===== config.mk =====
export PLATFORM = sky130hd
export DESIGN_NAME = vga_timing_monitor
export DESIGN_NICKNAME = d
export VERILOG_FILES = /design/src/rtl/vga_timing_pkg.sv /design/src/rtl/vga_timing_monitor_sync_edge_meter.sv /design/src/rtl/vga_timing_monitor.sv
export SDC_FILE = /design/constraint.sdc
export NUM_CORES = 1
export LEC_CHECK = 0
export ABC_CLOCK_PERIOD_IN_PS = 4700
export CORE_ASPECT_RATIO = 1.75
export CORE_MARGIN = 8
export CORE_UTILIZATION = 45
export CTS_BUF_LIST = sky130_fd_sc_hd__clkbuf_8
export DETAILED_ROUTE_END_ITERATION = 8
export PLACE_DENSITY_LB_ADDON = 0.1
export RECOVER_POWER = 50
export SYNTH_ARGS = -nofsm -noshare
export SYNTH_HDL_FRONTEND = slang
export SYNTH_HIERARCHICAL = 1
export SYNTH_SLANG_ARGS = --single-unit

===== constraint.sdc =====
create_clock -name Clk -period 4.7 [get_ports Clk]
set_input_delay 1.41 -clock Clk [delete_from_list [all_inputs] [get_ports Clk]]
set_output_delay 1.41 -clock Clk [all_outputs]
set_load 0.02 [all_outputs]

===== src/rtl/vga_timing_pkg.sv =====
// vga_timing_pkg: shared constants and types for the VGA timing monitor.
// Holds the default 640x480@60 timing constants, the pulse-width counter
// width and saturation limit, the monitor state type and a saturating
// increment helper used by the edge meters.
package vga_timing_pkg;

    localparam int unsigned DEF_H_TOTAL      = 32'd800;
    localparam int unsigned DEF_H_ACTIVE     = 32'd640;
    localparam int unsigned DEF_H_SYNC_START = 32'd656;
    localparam int unsigned DEF_H_SYNC_LEN   = 32'd96;
    localparam int unsigned DEF_V_TOTAL      = 32'd525;
    localparam int unsigned DEF_V_ACTIVE     = 32'd480;
    localparam int unsigned DEF_V_SYNC_START = 32'd490;
    localparam int unsigned DEF_V_SYNC_LEN   = 32'd2;
    localparam int unsigned DEF_LOCK_FRAMES  = 32'd2;

    localparam logic [9:0] CNT_MAX = 10'd1023;

    typedef enum logic [1:0] {
        UNLOCKED = 2'd0,
        ACQUIRE  = 2'd1,
        LOCKED   = 2'd2
    } mon_state_e;

    // Increment that sticks at CNT_MAX instead of wrapping.
    function automatic logic [9:0] sat_inc(input logic [9:0] value_s);
        if (value_s == CNT_MAX) begin
            return value_s;
        end else begin
            return value_s + 10'd1;
        end
    endfunction

endpackage


===== src/rtl/vga_timing_monitor_sync_edge_meter.sv =====
// sync_edge_meter: edge detector and low-width meter for one active-low sync.
// Ports:
//   clk, rst     - clock, asynchronous active-high reset
//   pix_en       - sample qualifier; nothing changes when low
//   sync_in      - sync level (active low)
//   unit_tick    - this sample starts a new width unit (every pixel for hs,
//                  first pixel of a line for vs)
//   fall_s       - this qualified sample is a falling edge
//   rise_s       - this qualified sample is a rising edge
//   low_width_r  - units the sync has been low so far, saturating at 1023
module sync_edge_meter
    import vga_timing_pkg::*;
(
    input  logic       clk,
    input  logic       rst,
    input  logic       pix_en,
    input  logic       sync_in,
    input  logic       unit_tick,
    output logic       fall_s,
    output logic       rise_s,
    output logic [9:0] low_width_r
);

    logic prev_r;

    assign fall_s = pix_en & prev_r & ~sync_in;
    assign rise_s = pix_en & ~prev_r & sync_in;

    // Previous qualified sample; syncs read as inactive (high) out of reset.
    always_ff @(posedge clk or posedge rst) begin
        if (rst) begin
            prev_r <= 1'b1;
        end else if (pix_en) begin
            prev_r <= sync_in;
        end
    end

    // Width counter: the falling sample is the first low unit, and each later
    // low sample that opens a new unit adds one.
    always_ff @(posedge clk or posedge rst) begin
        if (rst) begin
            low_width_r <= 10'd0;
        end else if (fall_s) begin
            low_width_r <= 10'd1;
        end else if (pix_en && !sync_in && unit_tick) begin
            low_width_r <= sat_inc(low_width_r);
        end
    end

endmodule


===== src/rtl/vga_timing_monitor.sv =====
// vga_timing_monitor: recovers pixel coordinates from a VGA sync stream and
// verifies its timing, locking after LOCK_FRAMES clean frames.
// Optional feature macro: VGA_MON_BLANK_CHECK_EN enables the blank-window
// check (BlankErr); without it BlankErr is 0 and blank is ignored.
// Ports:
//   Clk, Reset     - clock, asynchronous active-high reset
//   PixelEn        - one-Clk strobe per pixel; all sampling is qualified by it
//   hs, vs, blank  - active-low syncs and blank (blank low = visible pixel)
//   RecX, RecY     - recovered coordinate of the last sampled pixel
//   Locked         - timing verified
//   HErr, VErr     - one-Clk horizontal / vertical timing error pulses
//   BlankErr       - one-Clk blank mismatch pulse (only while locked)
//   FrameStart     - one-Clk pulse per vs falling edge
//   FrameCount     - vs falling edges seen, modulo 256
// All outputs are registered and follow the qualifying PixelEn cycle by 1 Clk.
module vga_timing_monitor
    import vga_timing_pkg::*;
#(
    parameter int unsigned H_TOTAL      = DEF_H_TOTAL,
    parameter int unsigned H_ACTIVE     = DEF_H_ACTIVE,
    parameter int unsigned H_SYNC_START = DEF_H_SYNC_START,
    parameter int unsigned H_SYNC_LEN   = DEF_H_SYNC_LEN,
    parameter int unsigned V_TOTAL      = DEF_V_TOTAL,
    parameter int unsigned V_ACTIVE     = DEF_V_ACTIVE,
    parameter int unsigned V_SYNC_START = DEF_V_SYNC_START,
    parameter int unsigned V_SYNC_LEN   = DEF_V_SYNC_LEN,
    parameter int unsigned LOCK_FRAMES  = DEF_LOCK_FRAMES
) (
    input  logic       Clk,
    input  logic       Reset,
    input  logic       PixelEn,
    input  logic       hs,
    input  logic       vs,
    input  logic       blank,
    output logic [9:0] RecX,
    output logic [9:0] RecY,
    output logic       Locked,
    output logic       HErr,
    output logic       VErr,
    output logic       BlankErr,
    output logic       FrameStart,
    output logic [7:0] FrameCount
);

    localparam logic [9:0] H_LAST = 10'(H_TOTAL - 32'd1);
    localparam logic [9:0] V_LAST = 10'(V_TOTAL - 32'd1);
    localparam logic [9:0] H_ACT  = 10'(H_ACTIVE);
    localparam logic [9:0] V_ACT  = 10'(V_ACTIVE);
    localparam logic [9:0] H_SS   = 10'(H_SYNC_START);
    localparam logic [9:0] H_SL   = 10'(H_SYNC_LEN);
    localparam logic [9:0] V_SS   = 10'(V_SYNC_START);
    localparam logic [9:0] V_SL   = 10'(V_SYNC_LEN);
    localparam logic [7:0] LOCK_LAST = 8'(LOCK_FRAMES - 32'd1);

    mon_state_e state_r;
    logic [9:0] rec_x_r, rec_y_r;
    logic [7:0] clean_cnt_r, frame_cnt_r;
    logic       locked_r, herr_r, verr_r, berr_r, fstart_r;

    logic       line_end_s;
    logic [9:0] x_inc_s, y_inc_s, x_next_s, y_next_s;
    logic       hs_fall_s, hs_rise_s, vs_fall_s, vs_rise_s;
    logic [9:0] hs_width_s, vs_width_s;
    logic       h_bad_s, v_bad_s, herr_s, verr_s, lose_s;
    logic       visible_s, berr_s;

    // Free-running prediction of the coordinate of the current sample.
    assign line_end_s = (rec_x_r == H_LAST);
    assign x_inc_s    = line_end_s ? 10'd0 : rec_x_r + 10'd1;
    assign y_inc_s    = !line_end_s ? rec_y_r :
                        ((rec_y_r == V_LAST) ? 10'd0 : rec_y_r + 10'd1);

    sync_edge_meter u_hs_meter (
        .clk         (Clk),
        .rst         (Reset),
        .pix_en      (PixelEn),
        .sync_in     (hs),
        .unit_tick   (1'b1),
        .fall_s      (hs_fall_s),
        .rise_s      (hs_rise_s),
        .low_width_r (hs_width_s)
    );

    // vs width is measured in lines: a unit starts at each predicted line start.
    sync_edge_meter u_vs_meter (
        .clk         (Clk),
        .rst         (Reset),
        .pix_en      (PixelEn),
        .sync_in     (vs),
        .unit_tick   (line_end_s),
        .fall_s      (vs_fall_s),
        .rise_s      (vs_rise_s),
        .low_width_r (vs_width_s)
    );

    // Resync and error detection: horizontal first, then vertical on the
    // prediction that already includes any line wrap of this sample.
    always_comb begin
        x_next_s = x_inc_s;
        y_next_s = y_inc_s;
        h_bad_s  = 1'b0;
        v_bad_s  = 1'b0;
        if (hs_fall_s) begin
            h_bad_s  = (x_inc_s != H_SS);
            x_next_s = H_SS;
        end else if (hs_rise_s) begin
            h_bad_s = (hs_width_s != H_SL);
        end else begin
            h_bad_s = 1'b0;
        end
        if (vs_fall_s) begin
            v_bad_s  = (y_inc_s != V_SS);
            y_next_s = V_SS;
        end else if (vs_rise_s) begin
            v_bad_s = (vs_width_s != V_SL);
        end else begin
            v_bad_s = 1'b0;
        end
    end

    // Errors are only reported once the monitor has started tracking a frame.
    assign herr_s    = h_bad_s && (state_r != UNLOCKED);
    assign verr_s    = v_bad_s && (state_r != UNLOCKED);
    assign lose_s    = herr_s || verr_s;
    assign visible_s = (x_next_s < H_ACT) && (y_next_s < V_ACT);

`ifdef VGA_MON_BLANK_CHECK_EN
    // A sample that is already losing lock has untrustworthy coordinates.
    assign berr_s = PixelEn && (state_r == LOCKED) && !lose_s && (blank != !visible_s);
`else
    logic unused_blank_s;
    assign unused_blank_s = blank ^ visible_s;
    assign berr_s = 1'b0;
`endif

    // Lock state machine, coordinate registers and all registered outputs.
    always_ff @(posedge Clk or posedge Reset) begin
        if (Reset) begin
            state_r     <= UNLOCKED;
            rec_x_r     <= 10'd0;
            rec_y_r     <= 10'd0;
            clean_cnt_r <= 8'd0;
            frame_cnt_r <= 8'd0;
            locked_r    <= 1'b0;
            herr_r      <= 1'b0;
            verr_r      <= 1'b0;
            berr_r      <= 1'b0;
            fstart_r    <= 1'b0;
        end else if (PixelEn) begin
            rec_x_r  <= x_next_s;
            rec_y_r  <= y_next_s;
            herr_r   <= herr_s;
            verr_r   <= verr_s;
            berr_r   <= berr_s;
            fstart_r <= vs_fall_s;
            if (vs_fall_s) begin
                frame_cnt_r <= frame_cnt_r + 8'd1;
            end
            case (state_r)
                UNLOCKED: begin
                    if (vs_fall_s) begin
                        state_r     <= ACQUIRE;
                        clean_cnt_r <= 8'd0;
                    end
                end
                ACQUIRE: begin
                    if (lose_s) begin
                        state_r <= UNLOCKED;
                    end else if (vs_fall_s) begin
                        clean_cnt_r <= clean_cnt_r + 8'd1;
                        if (clean_cnt_r >= LOCK_LAST) begin
                            state_r  <= LOCKED;
                            locked_r <= 1'b1;
                        end
                    end
                end
                LOCKED: begin
                    if (lose_s) begin
                        state_r  <= UNLOCKED;
                        locked_r <= 1'b0;
                    end
                end
                default: begin
                    state_r  <= UNLOCKED;
                    locked_r <= 1'b0;
                end
            endcase
        end else begin
            // Pulses last exactly one Clk; state holds between pixels.
            herr_r   <= 1'b0;
            verr_r   <= 1'b0;
            berr_r   <= 1'b0;
            fstart_r <= 1'b0;
        end
    end

    assign RecX       = rec_x_r;
    assign RecY       = rec_y_r;
    assign Locked     = locked_r;
    assign HErr       = herr_r;
    assign VErr       = verr_r;
    assign BlankErr   = berr_r;
    assign FrameStart = fstart_r;
    assign FrameCount = frame_cnt_r;

endmodule


# After elaboration in Yosys (flattened, before gate mapping)
# Index checks and enable logic that the tools add are counted.
[classes] muxes=33 add_sub_neg=6 order_cmp=1 bitwise=13 eq_ne=19 reduce_logical=19
[op_table] op="two-way mux 10 bit" count=11
[op_table] op="adder 10 x 1 -> 10 bit (second input constant)" count=4
[op_table] op="equality test 10 bit (second input constant)" count=4
[op_table] op="two-way mux 8 bit" count=3
[op_table] op="adder 8 x 1 -> 8 bit (second input constant)" count=2
[op_table] op="case mux 8 bit (2 select lines)" count=1
[op_table] op="inequality test 2 bit (second input constant)" count=7
[op_table] op="two-way mux 1 bit" count=11
[op_table] op="two-way mux 2 bit" count=5
[op_table] op="inequality test 10 bit (second input constant)" count=1
[op_table] op="inequality test 10 x 2 -> 1 bit (second input constant)" count=1
[op_table] op="inequality test 10 x 7 -> 1 bit (second input constant)" count=1
[op_table] op="inequality test 10 x 9 -> 1 bit (second input constant)" count=1
[op_table] op="AND reduction 5 bit" count=2
[op_table] op="AND 1 bit" count=8
[op_table] op=">= comparator 8 x 1 -> 1 bit (second input constant)" count=1
[op_table] op="nonzero test 2 bit" count=4
[op_table] op="inequality test 3 bit (second input constant)" count=2
[op_table] op="case mux 2 bit (3 select lines)" count=1
[op_table] op="AND reduction 2 bit" count=3
[op_table] op="AND reduction 6 bit" count=1
[op_table] op="logical AND 1 bit" count=5
[op_table] op="NOT 1 bit" count=5
[op_table] op="case mux 1 bit (3 select lines)" count=1
[op_table] op="other kinds (5)" count=6
[totals] output_inout_bits=33 wordCells=104 inputBits=6 regBits=64

# Depth between registers and ports, before layout
# Gate-level depths: netlist (run 1).
[logic_depth] depth_word=9 ltp_mapped=12 ltp_nobuf=9

# By module
# The synthesis (run 1) kept the hierarchy.
[by_module_without_submodules] module="vga_timing_monitor" cells_each=312 area_per_inst_um2=2791.4 seq_area_each_um2=1051.0 n_inst=1
[by_module_without_submodules] module="sync_edge_meter" cells_each=64 area_per_inst_um2=606.8 seq_area_each_um2=276.5 n_inst=2

# Worst setup path after synthesis (run 1)
# No wires, ideal clock.
[synth_timing] path_type="input -> register" start="input hs" end="register clean_cnt_r[3]" required_time_ns=4.622 setup_ns=0.078 n_path_buf=0 stages=8 t_arrival_ns=3.202 slack_ns=1.421 cell_sequence="nand3b_1 clkinv_1 nand3_1 a211o_1 a211oi_1 o32ai_2 or4_1 a21oi_1"
[synth_via] elab_chain_cells=7 elab_cells_between_ends=9 cone_classes="1 x eq/ne; 2 x mux; 3 x bitwise; 3 x reduce/logical"
[synth_lines] element="from (decl)" line_no="vga_timing_monitor.sv:32" text="input logic hs,"
[synth_lines] element="NOT 1 bit" line_no="vga_timing_monitor_sync_edge_meter.sv:26" text="assign fall_s = pix_en & prev_r & ~sync_in;"
[synth_lines] element="AND 1 bit" line_no="vga_timing_monitor_sync_edge_meter.sv:26"
[synth_lines] element="named net hs_fall_s" line_no="vga_timing_monitor.sv:62" text="logic hs_fall_s, hs_rise_s, vs_fall_s, vs_rise_s;"
[synth_lines] element="two-way mux 1 bit" line_no="vga_timing_monitor.sv:103" text="if (hs_fall_s) begin"
[synth_lines] element="logical AND 1 bit" line_no="vga_timing_monitor.sv:122" text="assign herr_s = h_bad_s && (state_r != UNLOCKED);"
[synth_lines] element="logical OR 1 bit" line_no="vga_timing_monitor.sv:124" text="assign lose_s = herr_s || verr_s;"
[synth_lines] element="inequality test 2 bit (no line)"
[synth_lines] element="AND reduction 5 bit (no line)"
[synth_lines] element="to (signal assigned)" line_no="vga_timing_monitor.sv:170" text="clean_cnt_r <= clean_cnt_r + 8'd1;"
[synth_lines] element="to (decl)" line_no="vga_timing_monitor.sv:57" text="logic [7:0] clean_cnt_r, frame_cnt_r;"
# The timed path passes the listed nets, and every way through them passes these cells.
# A chain may end at the register's enable or synchronous reset.

# Final worst setup path (run 1)
[layout_timing] start="input PixelEn" end="register clean_cnt_r[7]"
[layout_via] elab_cells_between_ends=19 cone_classes="3 x eq/ne; 4 x mux; 8 x bitwise; 4 x reduce/logical"
[layout_lines] element="from (decl)" line_no="vga_timing_monitor.sv:31" text="input logic PixelEn,"
[layout_lines] element="AND 1 bit (*) (2 in series)" line_no="vga_timing_monitor_sync_edge_meter.sv:26"
[layout_lines] element="named net vs_fall_s" line_no="vga_timing_monitor.sv:62"
[layout_lines] element="two-way mux 1 bit" line_no="vga_timing_monitor.sv:111" text="if (vs_fall_s) begin"
[layout_lines] element="logical AND 1 bit" line_no="vga_timing_monitor.sv:123" text="assign verr_s = v_bad_s && (state_r != UNLOCKED);"
[layout_lines] element="logical OR 1 bit" line_no="vga_timing_monitor.sv:124"
[layout_lines] element="inequality test 2 bit (no line)"
[layout_lines] element="AND reduction 5 bit (no line) (*)"
# The timed path passes the listed nets; every way through them passes the cells marked *.

==> impl_metrics.yaml, run 1 <==
run_status:
  outcome: "finished clean"
clocking:
  cts_tree: "done"
  cts.path.max_buffers: 2
  cts_resized: 0
  cts_root_buf: "clkbuf_8"
  numCtsBuffers: 9
  cts_hold_buf: 0
  clk_latency_ns: 0.35
  cts.clk_slew.worst_paths_ns: 0.07
  clock_sinks: 64
  h-tree-depth: 3
  cts_setup_buffers: 0
routing:
  drt-total-wl_mm: 9.96
  wl_per_cell_microns: 16.8
  remaining_drc_errors: 0
  drtIter0Drc: 210
  postRouteAntennaNets: 0
  drtPass1Iterations: 5
  dr_total_vias: 3552
  viasPerCell: 6.00
synth:
  syn_nets: 455
  ys_types: 73
  avgSynthCellArea_sq_um: 9.10
  synthFlopType: "dfrtp_1"
  seq_area_frac_synth_pct: 40.0
  synth_cells: 440
  yosysWarnings: 6
  async_reset_ff_share_pct: 100
  netlist_area_sq_um: 4010
  ys_ff_latch: 64
  synth-edff-count: 0
setup_path:
  reg2reg_depth: 9
  crit_path_start_kind: "primary input"
  crit_path_end_kind: "flip-flop"
  required_ns: 4.98
  r2r_setup_slack_ns: 1.12
  worstSetupPathType: "in -> reg"
  worstPathArrival_ns: 4.14
  r2r-end: "clean_cnt_r[7]"
  r2r-start: "RecX[0]"
  path_max_fanout: 10
min_path:
  min_path_type: "reg -> reg"
  min-delay-start: "FrameCount[7]"
  hold_end: "FrameCount[7]"
  worstHoldPathCells: 1
power:
  power_density_nw_per_um2: 394
  leakage_nw: 1.88
  clockPowerShare_pct: 28.0
  total_power_w: 0.00180
  irDropWorstVdd_uv: 153
  p_seq_share_pct: 43.8
  p_switching_w: 0.000653
  p_sw_share_pct: 36.2
  combPwrFrac_pct: 28.2
  p_int_w: 0.00115
global_route:
  grt_max_degree: 25
  track_usage_pct: 16.9
  grt-ovfl-total: 0
  antenna_found_initial: 0
  grt_pass1_wl_mm: 16.4
  grt_pass1_vias: 3413
floorplanning:
  num_rows: 45
  coreArea_sq_um: 8670
  dieArea_sq_um: 12300
  die_w_microns: 87.3
  initial_core_util_pct: 46.2
  die_height_microns: 141
  pin_count: 39
layout:
  syn2layout_area_growth_pct: 14.5
  fill_cells: 878
  antennaDiodeCount: 0
  drive_gt1_share_pct: 7.37
  final_net_count: 485
timing:
  fin_crit_ns: 3.87
  hold_viol: 0
  fin_tns_setup_ns: 0
  rsz0062_at_grt: "no"
  tightest_slew_ns: 1.29
  relSlewSlack_pct: 13.8
  fmax_ghz: 0.259
  fin_crit_sh_pct: 82.3
  setup_viol: 0
  slew_viol_final: 0
  final.setup_skew_ns: 0.00950
job:
  cap_violations: 0
placed_design:
  dp_hpwl_mm: 7.21
  place_congestion: 0.855
  numPortBuffers: 36
## worst max path at each step
stage	start	to	slack, ns	cells after the start
2_1_floorplan	hs	clean_cnt_r[3]	1.42	8
3_5_place_dp	PixelEn	clean_cnt_r[7]	0.50	10
6_report	PixelEn	clean_cnt_r[7]	0.83	10
5_1_grt	PixelEn	clean_cnt_r[7]	0.59	10
3_3_place_gp	PixelEn	clean_cnt_r[7]	0.60	10
4_1_cts	PixelEn	clean_cnt_r[7]	0.88	10
## cells in the mapped netlist, types with 3 or more instances
cell / number / area share, %
nand4_1: 10 / 1.6
xor2_1: 8 / 1.7
or3_1: 5 / 0.78
or4_1: 10 / 1.9
nand2_1: 48 / 4.5
nand3b_1: 4 / 0.75
nand4b_1: 4 / 0.87
inv_1: 21 / 2.0
o221ai_1: 5 / 1.1
and3_1: 13 / 2.0
a21oi_1: 22 / 2.7
dfrtp_1: 62 / 39
nor3_1: 12 / 1.5
o31ai_1: 10 / 1.9
and4_1: 3 / 0.66
nor4_1: 6 / 0.94
a31oi_1: 10 / 1.6
a41oi_1: 4 / 0.87
xnor2_1: 6 / 1.3
buf_6: 8 / 2.2
nor2_1: 22 / 2.1
o2bb2ai_1: 5 / 1.1
o2111ai_1: 5 / 1.1
nor4b_1: 3 / 0.66
ha_1: 9 / 2.8
clkbuf_1: 9 / 0.84
o21ai_0: 26 / 3.2
nand3_1: 19 / 2.4
and2_1: 3 / 0.47
o211ai_1: 6 / 1.1
o22a_1: 3 / 0.66
## state kept, by name, summed over array words and instances, names as in the netlist
name,flops
FrameCount,8
FrameStart,1
HErr,1
Locked,1
RecX,10
RecY,10
VErr,1
clean_cnt_r,8
state_r,2
u_hs_meter/low_width_r,10
u_hs_meter/prev_r,1
u_vs_meter/low_width_r,10
u_vs_meter/prev_r,1
## metrics by stage
stage | hold WS (ns) | std cells | area (sq um) | utilization, % | setup slack (ns)
after floorplan | 0.467 | 440 | 4010 | - | 1.42
after global placement | 0.461 | 576 | 4380 | 50.6 | 0.602
after detailed placement | 0.470 | 576 | 4380 | 50.6 | 0.504
after CTS | 0.484 | 592 | 4590 | 53.0 | 0.878
after global routing | 0.503 | 592 | 4590 | 52.9 | 0.589
final | 0.479 | 592 | 4590 | 52.9 | 0.834
## layout make-up
cell class	count	area [sq um]	share of cell area, %
Multi-Input combinational cell	331	2140	46.8
Clock buffer	12	165	3.60
Inverter	23	86.3	1.88
Tap cell	117	146	3.19
Sequential cell	64	1600	35.0
Timing Repair Buffer	41	394	8.59
Clock inverter	4	45.0	0.982
## power by group through the flow
stage / clock network [W] / registers (W) / logic [W]
after CTS: 0.000518 / 0.000788 / 0.000516
after global placement: 0 / 0.000793 / 0.000501
final: 0.000506 / 0.000790 / 0.000509
after global routing: 0.000537 / 0.000810 / 0.000567
after detailed placement: 0 / 0.000798 / 0.000515
after floorplan: 0 / 0.000798 / 0.000328
## logic make-up after synthesis
group	Yosys count	synth area share (%)
compound gates	122	21.7
xor+xnor	14	3.06
fa+ha+maj	9	2.81
buf+inv	45	6.28
flops	64	40.1
mux	4	1.06
other cells	2	0.188
simple gates	180	24.8
## layout by cell type, fill, tap and decap left out, drive strengths merged, types with 6 or more instances in the layout
master         Yosys  layout
a21oi             22      22
a31oi             11      11
and3              13      13
clkbuf            11      13
clkdlybuf4s50      0      31
dfrtp             62      62
ha                 9       9
inv               21      22
nand2             48      48
nand3             19      19
nand4             10      10
nor2              22      22
nor3              12      12
nor4               6       6
o211ai             6       6
o21ai             26      26
o31ai             12      12
or4               11      11
xnor2              6       6
xor2               8       8
## routing by layer
| metal | part of all wire [%] | vias to the layer above | GRT usage [%] |
|---|---|---|---|
| met1 | 42 | 1718 | 18.1 |
| met3 | 4.2 | 20 | 3.32 |
| met2 | 51 | 93 | 28.9 |
| met5 | 0 | - | 0 |
| li1 | - | 1721 | - |
| met4 | 3.2 | 0 | 11.1 |
## worst max-delay path: stages
cell and delay (ns):
dlygate4sd3_1 0.65, nand3b_1 0.27, clkinv_1 0.15, buf_4 0.19
nand2_1 0.17, nor2_1 0.32, and2_1 0.27, nand4_1 0.13
or4_1 0.41, a21oi_1 0.16
Power figures use the tool's default switching activity.
==> run 2, diff against run 1 <==
--- a/config.mk
+++ b/config.mk
@@ -5,7 +5,7 @@
 export SDC_FILE = /design/constraint.sdc
 export NUM_CORES = 1
 export LEC_CHECK = 0
-export ABC_CLOCK_PERIOD_IN_PS = 4700
+export ABC_CLOCK_PERIOD_IN_PS = 3200
 export CORE_ASPECT_RATIO = 1.75
 export CORE_MARGIN = 8
 export CORE_UTILIZATION = 45
==> constraint.sdc (replaced) <==
create_clock -name Clk -period 3.2 [get_ports Clk]
set_input_delay 0.96 -clock Clk [delete_from_list [all_inputs] [get_ports Clk]]
set_output_delay 0.96 -clock Clk [all_outputs]
set_load 0.02 [all_outputs]
==> run 2 against run 1 <==
Against the previous run: cell count up 5.1%; register-to-register slack got worse by 0.89 ns; hold slack lost 0.0046 ns; combinational power up 60%; first-iteration DRC count fell by 29%; clock power is 37% higher; wire length rose by 2.6%; core utilization grew 2.4 points; clock skew is 0.00097 ns lower; largest power group unchanged; highest routed layer unchanged.
==> impl_metrics.yaml, run 2 (same netlist as run 1, synthesis figures left out) <==
placed_design:
  dp_hpwl_mm: 7.49
  dp_cells: 606
  numPortBuffers: 36
  post-place-ws_ns: -0.226
  place_congestion: 0.861
clocking:
  numCtsBuffers: 9
  cts_hold_buf: 0
  cts_tree: "done"
  cts_resized: 0
  cts_root_buf: "clkbuf_8"
  h-tree-depth: 3
  clock_sinks: 64
  cts.path.max_buffers: 2
  cts_setup_buffers: 0
  cts.clk_slew.worst_paths_ns: 0.07
  clk_latency_ns: 0.35
floorplanning:
  die_height_microns: 141
  num_rows: 45
  die_w_microns: 87.3
  dieArea_sq_um: 12300
  coreArea_sq_um: 8670
  pin_count: 39
  initial_core_util_pct: 46.2
global_route:
  grt-ovfl-total: 0
  antenna_found_initial: 0
  grt_pass1_vias: 3685
  grt_pass1_wl_mm: 17.1
  grt_max_degree: 43
  track_usage_pct: 17.4
layout:
  multi_input_comb_area_sq_um: 2150
  finalNonFillerCells: 622
  final_net_count: 515
  drive_gt1_share_pct: 12.9
  final_cell_mix: "62 x dfrtp_1, 48 x nand2_1, 34 x clkdlybuf4s50_1"
  antennaDiodeCount: 0
  seq_area_sq_um: 1600
  fill_cells: 852
  final_common_cell: "dfrtp_1"
  syn2layout_area_growth_pct: 19.7
  fin_util_pct: 55.3
timing:
  fmax_ghz: 0.337
  relSlewSlack_pct: 25.6
  setup_viol: 0
  fin_ws_ns: 0.234
  final.setup_skew_ns: 0.00852
  hold_viol: 0
  slew_viol_final: 0
  tightest_slew_ns: 1.11
  fin_crit_ns: 2.97
  rsz0062_at_grt: "no"
  fin_crit_sh_pct: 92.7
power:
  leakage_nw: 2.01
  p_sw_share_pct: 36.4
  irDropWorstVdd_uv: 285
  combPwrFrac_pct: 30.7
  clockPowerShare_pct: 26.1
  power_density_nw_per_um2: 552
  p_seq_share_pct: 43.2
  p_int_w: 0.00168
  p_switching_w: 0.000963
routing:
  viasPerCell: 5.93
  dr_total_vias: 3686
  drtPass1Iterations: 5
  remaining_drc_errors: 0
  drt-total-wl_mm: 10.2
  wl_per_cell_microns: 16.4
  drtIter0Drc: 150
  postRouteAntennaNets: 0
min_path:
  min-delay-start: "FrameCount[7]"
  hold_end: "FrameCount[7]"
  worstHoldPathCells: 1
  min_path_type: "reg -> reg"
setup_path:
  worstSetupPathType: "in -> reg"
  r2r-end: "clean_cnt_r[4]"
  worstPathArrival_ns: 3.23
  path_max_fanout: 10
  r2r_setup_slack_ns: 0.23
  crit_buf_inv: 4
  max_stage_delay_ns: 0.50
  crit_path_cell_trace: "clkdlybuf4s50_1, nand3b_1, clkinv_1, inv_1, a311o_1, a211oi_2, a31oi_2, buf_4, or4_1, a21oi_1"
  reg2reg_depth: 11
  crit_path_end_kind: "flip-flop"
  required_ns: 3.47
  r2r-start: "RecX[0]"
  crit_path_start_kind: "primary input"
  crit_slowest_cell: "or4_1"
  path_delay_family: "buffers and inverters"
run_status:
  outcome: "finished clean"
job:
  cap_violations: 0
==> run 2: cell types whose count changed in the layout (fill, tap and decap cells not counted), sizes merged <==
cell / change
dlymetal6s2s: +1
inv: -1
clkdlybuf4s50: +3
clkinv: +3
buf: +26
clkbuf: +2
dlygate4sd3: -4
==> run 2: worst max path at each step <==
stage                  from              to  slack, ns  depth (start not counted)
floorplan           RecY[0]  clean_cnt_r[3]       0.36                         10
global placement    PixelEn  clean_cnt_r[7]      -0.15                         10
detailed placement  PixelEn  clean_cnt_r[4]      -0.23                         10
CTS                 PixelEn  clean_cnt_r[4]       0.16                         10
global route        RecX[0]  clean_cnt_r[4]       0.04                         10
finish                   vs  clean_cnt_r[4]       0.23                         10
==> run 2: worst register-to-register path: stages, from the launching register on <==
cell      delay [ns]
dfrtp_1         0.43
ha_1            0.29
and4_1          0.34
nand3_1         0.12
inv_1           0.22
buf_4           0.20
nor2_1          0.06
a211oi_1        0.23
buf_4           0.16
o32ai_2         0.15
or4_1           0.50
a21oi_1         0.18
==> run 2: per-stage QoR <==
step | cell area (sq um) | power, W | setup TNS, ns | hold slack [ns]
floorplan | 4010 | 0.00165 | 0 | 0.467
global placement | 4610 | 0.00194 | -1.16 | 0.464
detailed placement | 4610 | 0.00197 | -1.79 | 0.470
CTS | 4810 | 0.00268 | 0 | 0.484
global route | 4790 | 0.00283 | 0 | 0.498
finish | 4790 | 0.00265 | 0 | 0.475
==> run 2: final cells by class <==
cell class / count / share of cell area, %
Multi-Input combinational cell: 331 / 44.8
Sequential cell: 64 / 33.5
Timing Repair Buffer: 71 / 12.8
Tap cell: 117 / 3.05
Clock buffer: 10 / 2.87
Inverter: 23 / 1.80
Clock inverter: 6 / 1.25
==> run 2: per-layer routing <==
metal / wire length, microns / vias to the layer above / GRT usage (%)
met4: 304 / 0 / 8.94
met3: 386 / 25 / 4.19
met2: 5310 / 82 / 30.8
met1: 4230 / 1796 / 18.3
met5: 0 / - / 0
li1: - / 1783 / -
==> run 2: power by group through the flow <==
stage	clock network, W	registers [W]	logic (W)
global route	0.000744	0.00117	0.000910
finish	0.000691	0.00114	0.000813
detailed placement	0	0.00115	0.000821
CTS	0.000719	0.00114	0.000824
global placement	0	0.00115	0.000799
floorplan	0	0.00117	0.000482
